**config.mk**
```make
export PLATFORM = sky130hd
export DESIGN_NAME = clock_tick_generator
export DESIGN_NICKNAME = d
export VERILOG_FILES = /design/src/rtl/clock_tick_pkg.sv /design/src/rtl/tick_divider.sv /design/src/rtl/clock_tick_generator.sv
export SDC_FILE = /design/constraint.sdc
export NUM_CORES = 1
export LEC_CHECK = 0
export CAP_MARGIN = 20
export CORE_ASPECT_RATIO = 2
export CORE_MARGIN = 2
export CORE_UTILIZATION = 55
export DETAILED_ROUTE_END_ITERATION = 8
export PLACE_DENSITY = 0.79
export SETUP_SLACK_MARGIN = 0.02
export SLEW_MARGIN = 20
export SYNTH_ARGS = -nofsm -noshare
export SYNTH_HDL_FRONTEND = slang
export SYNTH_HIERARCHICAL = 1
export SYNTH_SLANG_ARGS = --single-unit
```
**constraint.sdc**
```tcl
create_clock -name in_clock -period 5.7 [get_ports in_clock]
set_clock_uncertainty 0.2 [all_clocks]
set_input_delay 1.14 -clock in_clock [delete_from_list [all_inputs] [get_ports in_clock]]
set_output_delay 1.14 -clock in_clock [all_outputs]
set_load 0.005 [all_outputs]
```
**src/rtl/clock_tick_pkg.sv**
```systemverilog
// Shared types and helpers for the stopwatch time-base generator.
package clock_tick_pkg;

  // Count-rate selection FSM.
  typedef enum logic [1:0] {
    S_NORMAL,
    S_SWITCH,
    S_ADJUST
  } tick_state_t;

  localparam int unsigned DefaultClkHz     = 100_000_000;
  localparam int unsigned DefaultNormalHz  = 1;
  localparam int unsigned DefaultAdjustHz  = 2;
  localparam int unsigned DefaultDisplayHz = 500;
  localparam int unsigned DefaultBlinkHz   = 4;

  // Cycles per period of f_hz; returns 0 when the ratio is not an exact integer >= 2,
  // which the top level turns into an elaboration failure.
  function automatic int unsigned divisor(input int unsigned clk_hz, input int unsigned f_hz);
    if (f_hz == 0) return 0;
    if ((clk_hz % f_hz) != 0) return 0;
    if ((clk_hz / f_hz) < 2) return 0;
    return clk_hz / f_hz;
  endfunction

endpackage

```
**src/rtl/tick_divider.sv**
```systemverilog
// Free-running modulo-DIV counter producing a one-cycle registered enable.
// The enable is high for the cycle after the counter sits at DIV-1.
module tick_divider #(
  parameter int unsigned DIV = 2
) (
  input  logic in_clock,
  input  logic in_reset,
  input  logic in_clear,
  output logic out_tick
);

  localparam int unsigned CntW = $clog2(DIV);
  localparam logic [CntW-1:0] CntMax = CntW'(DIV - 1);

  logic [CntW-1:0] cnt_q, cnt_d;
  logic            tick_q, tick_d;

  // Wrap at DIV-1; a synchronous clear restarts the phase and drops any pending tick.
  always_comb begin
    cnt_d  = (cnt_q == CntMax) ? '0 : cnt_q + 1'b1;
    tick_d = (cnt_q == CntMax);
    if (in_clear) begin
      cnt_d  = '0;
      tick_d = 1'b0;
    end
  end

  // Counter and enable registers.
  always_ff @(posedge in_clock or posedge in_reset) begin
    if (in_reset) begin
      cnt_q  <= '0;
      tick_q <= 1'b0;
    end else begin
      cnt_q  <= cnt_d;
      tick_q <= tick_d;
    end
  end

  assign out_tick = tick_q;

endmodule

```
**src/rtl/clock_tick_generator.sv**
```systemverilog
// Time-base generator for the stopwatch: count, adjust, display and blink enables,
// all single-cycle enables on in_clock. Optional blink output via CLOCK_TICK_BLINK_EN.
module clock_tick_generator
  import clock_tick_pkg::*;
#(
  parameter int unsigned CLK_HZ     = DefaultClkHz,
  parameter int unsigned NORMAL_HZ  = DefaultNormalHz,
  parameter int unsigned ADJUST_HZ  = DefaultAdjustHz,
  parameter int unsigned DISPLAY_HZ = DefaultDisplayHz,
  parameter int unsigned BLINK_HZ   = DefaultBlinkHz
) (
  input  logic in_clock,
  input  logic in_reset,
  input  logic in_adjust,
  output logic out_tick,
  output logic out_tick_norm,
  output logic out_tick_adj,
  output logic out_display_tick,
  output logic out_blink,
  output logic out_mode
);

  localparam int unsigned DivNorm = divisor(CLK_HZ, NORMAL_HZ);
  localparam int unsigned DivAdj  = divisor(CLK_HZ, ADJUST_HZ);
  localparam int unsigned DivDisp = divisor(CLK_HZ, DISPLAY_HZ);

  if (DivNorm == 0) begin : g_bad_norm
    $fatal(1, "NORMAL_HZ must divide CLK_HZ with a divisor >= 2");
  end
  if (DivAdj == 0) begin : g_bad_adj
    $fatal(1, "ADJUST_HZ must divide CLK_HZ with a divisor >= 2");
  end
  if (DivDisp == 0) begin : g_bad_disp
    $fatal(1, "DISPLAY_HZ must divide CLK_HZ with a divisor >= 2");
  end

  logic        adj_s1_q, adj_s_q;
  tick_state_t state_q, state_d;
  logic        rate_clear;

  // Two-flop synchronizer for the asynchronous adjust switch.
  always_ff @(posedge in_clock or posedge in_reset) begin
    if (in_reset) begin
      adj_s1_q <= 1'b0;
      adj_s_q  <= 1'b0;
    end else begin
      adj_s1_q <= in_adjust;
      adj_s_q  <= adj_s1_q;
    end
  end

  tick_divider #(.DIV(DivNorm)) u_div_norm (
    .in_clock (in_clock),
    .in_reset (in_reset),
    .in_clear (rate_clear),
    .out_tick (out_tick_norm)
  );

  tick_divider #(.DIV(DivAdj)) u_div_adj (
    .in_clock (in_clock),
    .in_reset (in_reset),
    .in_clear (rate_clear),
    .out_tick (out_tick_adj)
  );

  // Display refresh is never re-phased by a mode change.
  tick_divider #(.DIV(DivDisp)) u_div_disp (
    .in_clock (in_clock),
    .in_reset (in_reset),
    .in_clear (1'b0),
    .out_tick (out_display_tick)
  );

  // Mode FSM state register.
  always_ff @(posedge in_clock or posedge in_reset) begin
    if (in_reset) begin
      state_q <= S_NORMAL;
    end else begin
      state_q <= state_d;
    end
  end

  // Next state and tick selection; S_SWITCH masks the tick and re-phases both rate counters
  // so the first tick in the new mode lands a full period later.
  always_comb begin
    state_d    = state_q;
    rate_clear = 1'b0;
    out_tick   = 1'b0;
    out_mode   = 1'b0;
    unique case (state_q)
      S_NORMAL: begin
        out_tick = out_tick_norm;
        if (adj_s_q) state_d = S_SWITCH;
      end
      S_SWITCH: begin
        rate_clear = 1'b1;
        out_mode   = adj_s_q;
        state_d    = adj_s_q ? S_ADJUST : S_NORMAL;
      end
      S_ADJUST: begin
        out_tick = out_tick_adj;
        out_mode = 1'b1;
        if (!adj_s_q) state_d = S_SWITCH;
      end
      default: state_d = S_NORMAL;
    endcase
  end

`ifdef CLOCK_TICK_BLINK_EN
  localparam int unsigned BlinkHalf = divisor(CLK_HZ, 2 * BLINK_HZ);
  if (BlinkHalf == 0) begin : g_bad_blink
    $fatal(1, "2*BLINK_HZ must divide CLK_HZ with a divisor >= 2");
  end
  localparam int unsigned BlinkW = $clog2(BlinkHalf);
  localparam logic [BlinkW-1:0] BlinkMax = BlinkW'(BlinkHalf - 1);

  logic [BlinkW-1:0] blink_cnt_q, blink_cnt_d;
  logic              blink_q, blink_d;

  // Half-period counter; the square wave flips each time it wraps.
  always_comb begin
    blink_cnt_d = (blink_cnt_q == BlinkMax) ? '0 : blink_cnt_q + 1'b1;
    blink_d     = blink_q ^ (blink_cnt_q == BlinkMax);
  end

  // Blink registers.
  always_ff @(posedge in_clock or posedge in_reset) begin
    if (in_reset) begin
      blink_cnt_q <= '0;
      blink_q     <= 1'b0;
    end else begin
      blink_cnt_q <= blink_cnt_d;
      blink_q     <= blink_d;
    end
  end

  assign out_blink = blink_q;
`else
  logic unused_blink_hz;
  assign unused_blink_hz = ^BLINK_HZ;
  assign out_blink       = 1'b0;
`endif

endmodule

```
-- Yosys cells after proc, flatten, opt, wreduce, memory -nomap -nowiden
Index checks and enable logic that the tools add are counted.
W data, S select, Z words.
- register bits: 78
- input port bits: 3
- output and inout bits: 6
- word-level logic and storage cells: 35
- $add $sub $neg: 3
- equality and inequality tests: 7
- mux-type cells: 14
- reductions and logical operators: 2
- operators by type and width (operator ; count):
    $mux W27 ; 2
    $mux W26 ; 2
    $add A27 B1 Y27 const B ; 1
    $eq A27 B27 Y1 const B ; 1
    $add A26 B1 Y26 const B ; 1
    $eq A26 B26 Y1 const B ; 1
    $add A18 B1 Y18 const B ; 1
    $eq A18 B18 Y1 const B ; 1
    $mux W18 ; 1
    $mux W2 ; 3
    $pmux W2 S3 ; 1
    $ne A2 B2 Y1 const B ; 2
    $pmux W1 S2 ; 2
    $mux W1 ; 3
    $eq A2 B1 Y1 const B ; 1
    $eq A2 B2 Y1 const B ; 1
    $logic_not A2 Y1 ; 1
    $reduce_and A2 Y1 ; 1

-- Logic depth before layout (Yosys ltp)
- depth in word-level cells: 3
- depth in mapped cells: 7
- depth with buffers taken out: 5

-- By module
Netlist, hierarchy kept.
- by module, submodules not included (module ; instances ; cells an instance ; area each (um^2) ; seq. area each (um^2)):
    tick_divider (u_div_norm) ; 1 ; 162 ; 1530.2 ; 700.7
    tick_divider (u_div_adj) ; 1 ; 145 ; 1383.8 ; 675.6
    tick_divider (u_div_disp) ; 1 ; 92 ; 917.1 ; 475.5
    clock_tick_generator ; 1 ; 24 ; 255.2 ; 100.1

-- Worst setup path after synthesis
No wires, ideal clock.
- kind: register to output
- start: register state_q[0]
- end: output port out_tick
- data arrival time: 0.918 ns
- path slack: 3.442 ns
- cell stages (with the launch flop): 4
- path buffers: 0
- cell sequence: dfrtp_1 > inv_1 > ha_1 > a22o_1
- cells in the longest elaborated chain, start to end: 2
- RTL lines (what ; line ; text):
    start: declaration ; clock_tick_generator.sv:38 ; tick_state_t state_q, state_d;
    start signal: assignment ; clock_tick_generator.sv:79 ; state_q <= state_d;
    $eq A2 B2 Y1 / $logic_not A2 Y1 (equally long branches) ; clock_tick_generator.sv:90 ; unique case (state_q)
    $pmux W1 S2 (*) ; clock_tick_generator.sv:90 ;
    end: declaration ; clock_tick_generator.sv:15 ; output logic out_tick,
Every way passes the cells marked *; elsewhere a longest branch is shown, timed or not.

-- Final worst setup path
- start: register state_q[0]
- end: output port out_mode
- cells in the longest elaborated chain, start to end: 2
- RTL lines (what ; line ; text):
    $eq A2 B2 Y1 / $eq A2 B1 Y1 (equally long branches) ; clock_tick_generator.sv:90 ;
    $pmux W1 S2 (*) ; clock_tick_generator.sv:90 ;
    end: declaration ; clock_tick_generator.sv:20 ; output logic out_mode
Marked as above.

==> summary.txt <==
Run status
  • Outcome: finished clean

GRT
  • Vias in the first global route: between 3000 and 4000
  • Congestion Overflow GR: 0
  • Initial antenna violation count: 0
  • Total GRT Usage: between 20% and 30%
  • First-pass GRT wire length: around 15000 um
  • Pin count of the biggest net entering global routing: 33

Route
  • Via count: roughly 3200
  • First-pass detailed-route iteration total: 4
  • Routed Antenna Nets: 0
  • Wire per inst: between 15 and 20 um
  • Initial drt markers: ~160
  • Routed WL: ~8200 um
  • Avg Vias per Cell: 6.10
  • # DRC: 0

Floorplanning
  • Area of the die: 8180 sq um
  • Initial Utilization: 56.7%
  • Row count: 44
  • Die height: around 130 um
  • CORE AREA: a little over 7000 sq um
  • Die width: roughly 65 um
  • # IOs: 9

Synth
  • Syn Inst Count: 423
  • Seq/Total Area, Yosys: a little under half
  • Post-synth EDFFs: 0
  • Synth Flop Type: dfrtp_1
  • Asr flop ratio synth: 100%
  • Syn Area/Cell: 9.66 sq um
  • Area of the mapped netlist: just over 4000 sq um
  • Yosys warnings: 6
  • Synthesis-stage register bit count: approximately 80
  • Yosys cell types: 51

Clock tree
  • Setup bufs post-CTS: 0
  • H-tree lvl count: 3
  • CTS tree: yes
  • Clock slew at reported path FFs: around 0.05 ns
  • Worst skew pair latency: ~0.34 ns
  • CTS root buffer: clkbuf_16
  • Inserted Clock Buffers: 9
  • CTS max path bufs: 2
  • Cts repair resizes: 0
  • Post-CTS Hold Buffers: 0
  • Clock sink count: 78

Placement
  • Placed Instances: 509
  • Hpwl dp: about 5700 um
  • Final Wtd Congestion: between 0.8 and 0.9
  • I/O Buffers: 7
  • Area after DPL: 4220 sq um

Worst setup path
  • Setup crit end kind: output port
  • Critical path type: reg2out
  • Worst Path Arrival: between 1.5 and 2 ns
  • CP Buf/Inv Count: 2
  • CP max-delay cell: clkdlybuf4s50_1
  • Maximum fanout along the worst path: 7
  • Required @ worst endpoint: 4.36 ns
  • Max incr delay on CP: roughly 0.5 ns
  • Top delay family on crit path: buffers and inverters
  • Startpoint types: register
  • Critical path, cell by cell: inv_1 -> ha_1 -> a21oi_1 -> nor2b_1 -> clkdlybuf4s50_1

Layout
  • Nets@finish: 438
  • Final core occ: just over 60%
  • Area Overhead vs Synth: 10.1%
  • Final std cells w/o fill: about 530
  • Number of inserted diodes: 0
  • Cell area after layout: 4500 sq um
  • Layout cells sized above 1: between 7 and 8%

STA
  • Worst rel slew slack: between 40% and 50%
  • Final Max Tran Viols: 0
  • Slew at the pin closest to its max-slew limit: 0.853 ns
  • Fin crit period: around 3.1 ns
  • Final setup TNS: 0 ns
  • F_max: roughly 320 MHz
  • # setup viols final: 0
  • Period utilization: a little over half
  • Final Hold Fails: 0
  • Unrepaired setup endpoints after global routing: false

Pwr
  • Leakage power: ~1.7 nW
  • Int Pwr: around 1 mW
  • Power share of the sequential group: a little under half
  • Switch Pwr: slightly below 0.4 mW
  • Pwr/cell area: 308 nW/um^2
  • Maximum vdd drop: 0.209 mV
  • Sw Ratio: 28.1%
  • Comb power frac: between 10% and 20%
  • Clk pwr share: between 30% and 40%

Hold path
  • Hold Path Class: reg2reg

Flow run
  • Maxcap violations: 0
flip-flops by register name (all words and copies together), names as in the netlist:
name	count
u_div_norm/cnt_q	27
u_div_disp/cnt_q	18
u_div_disp/out_tick	1
u_div_norm/out_tick	1
state_q	2
u_div_adj/out_tick	1
adj_s1_q	1
adj_s_q	1
u_div_adj/cnt_q	26
layout by cell type, fill, tap and decap left out, drive strengths merged, types with 16 or more instances in the layout:
cell | Yosys | layout
dfrtp | 78 | 78
nor2 | 42 | 42
nand3 | 33 | 33
xnor2 | 25 | 25
nand2 | 22 | 22
nand4 | 19 | 19
or4 | 19 | 19
nor3 | 18 | 18
a21oi | 16 | 16
clkbuf | 13 | 16
cell families after synthesis:
kind of cell	count (synthesis)	share of synthesized area, %
AOI/OAI and AO/OA	61	9.98
DFF	78	47.8
adders and majority gates	7	2.14
muxes	1	0.245
buffers and inverters	33	3.49
and+or+nand+nor	205	28.4
other	1	0.0918
xor gates and xnor gates	37	7.93
worst paths after layout:
kind                                                     from                        endpoint  slack [ns]  cells after the start
worst min register to register             adj_s1_q$_DFF_PP0_               adj_s_q$_DFF_PP0_        0.15                      0
worst max-delay path                   state_q[0]$_DFFE_PP0P_                        out_mode        2.57                      5
worst min-delay path                       adj_s1_q$_DFF_PP0_               adj_s_q$_DFF_PP0_        0.15                      0
max in group asynchronous                            in_reset   u_div_disp/cnt_q[0]$_DFF_PP0_        3.68                      2
worst max register to register  u_div_norm/cnt_q[0]$_DFF_PP0_  u_div_norm/cnt_q[14]$_DFF_PP0_        3.08                      6
min in group asynchronous                            in_reset          state_q[0]$_DFFE_PP0P_        0.93                      2
layout make-up:
class                           count  area [sq um]
Fill cell                         608          2710
Clock buffer                       16           282
Multi-Input combinational cell    316          2010
Sequential cell                    78          1950
Inverter                           14          52.6
Tap cell                           92           115
Timing Repair Buffer                9          85.1
layer usage:
layer	wire length, um	GRT usage, %
met1	3120	23.9
met2	4670	41.4
met3	192	4.55
met4	195	10.6
met5	0	0
power by group through the flow:
stage	combinational [mW]	clock, mW	sequential (mW)
floorplan	0.169	0	0.634
global placement	0.209	0	0.641
detailed placement	0.218	0	0.645
CTS	0.218	0.548	0.635
global route	0.241	0.567	0.643
finish	0.213	0.536	0.636
through the flow:
step                setup WS, ns  power [mW]  hold slack (ns)
global route                2.47        1.45            0.174
detailed placement          2.92       0.863            0.148
CTS                         2.55        1.40            0.160
finish                      2.57        1.39            0.154
global placement            2.96       0.851            0.140
floorplan                   3.44       0.803            0.131
synth_stat cells (2+ instances only):
cell | instances | area [sq um]
a211oi_1 | 10 | 75.1
and2_1 | 3 | 18.8
buf_2 | 2 | 10.0
a21oi_1 | 15 | 75.1
o31ai_1 | 14 | 105
nand3_1 | 32 | 160
xor2_1 | 12 | 105
ha_1 | 7 | 87.6
nor4b_1 | 3 | 26.3
nor4_1 | 11 | 68.8
or4_1 | 16 | 120
clkbuf_1 | 12 | 45.0
nand4_1 | 17 | 106
and3_1 | 4 | 25.0
buf_4 | 2 | 15.0
or2_0 | 2 | 12.5
a211oi_2 | 3 | 37.5
inv_1 | 14 | 52.6
nand2_1 | 22 | 82.6
nor2_1 | 42 | 158
dfrtp_1 | 78 | 1950
xnor2_1 | 25 | 219
or4_4 | 2 | 22.5
and4_1 | 5 | 43.8
o21ai_0 | 14 | 70.1
nor3_1 | 18 | 90.1
or3_1 | 14 | 87.6
(Power assumes the default switching activity.)
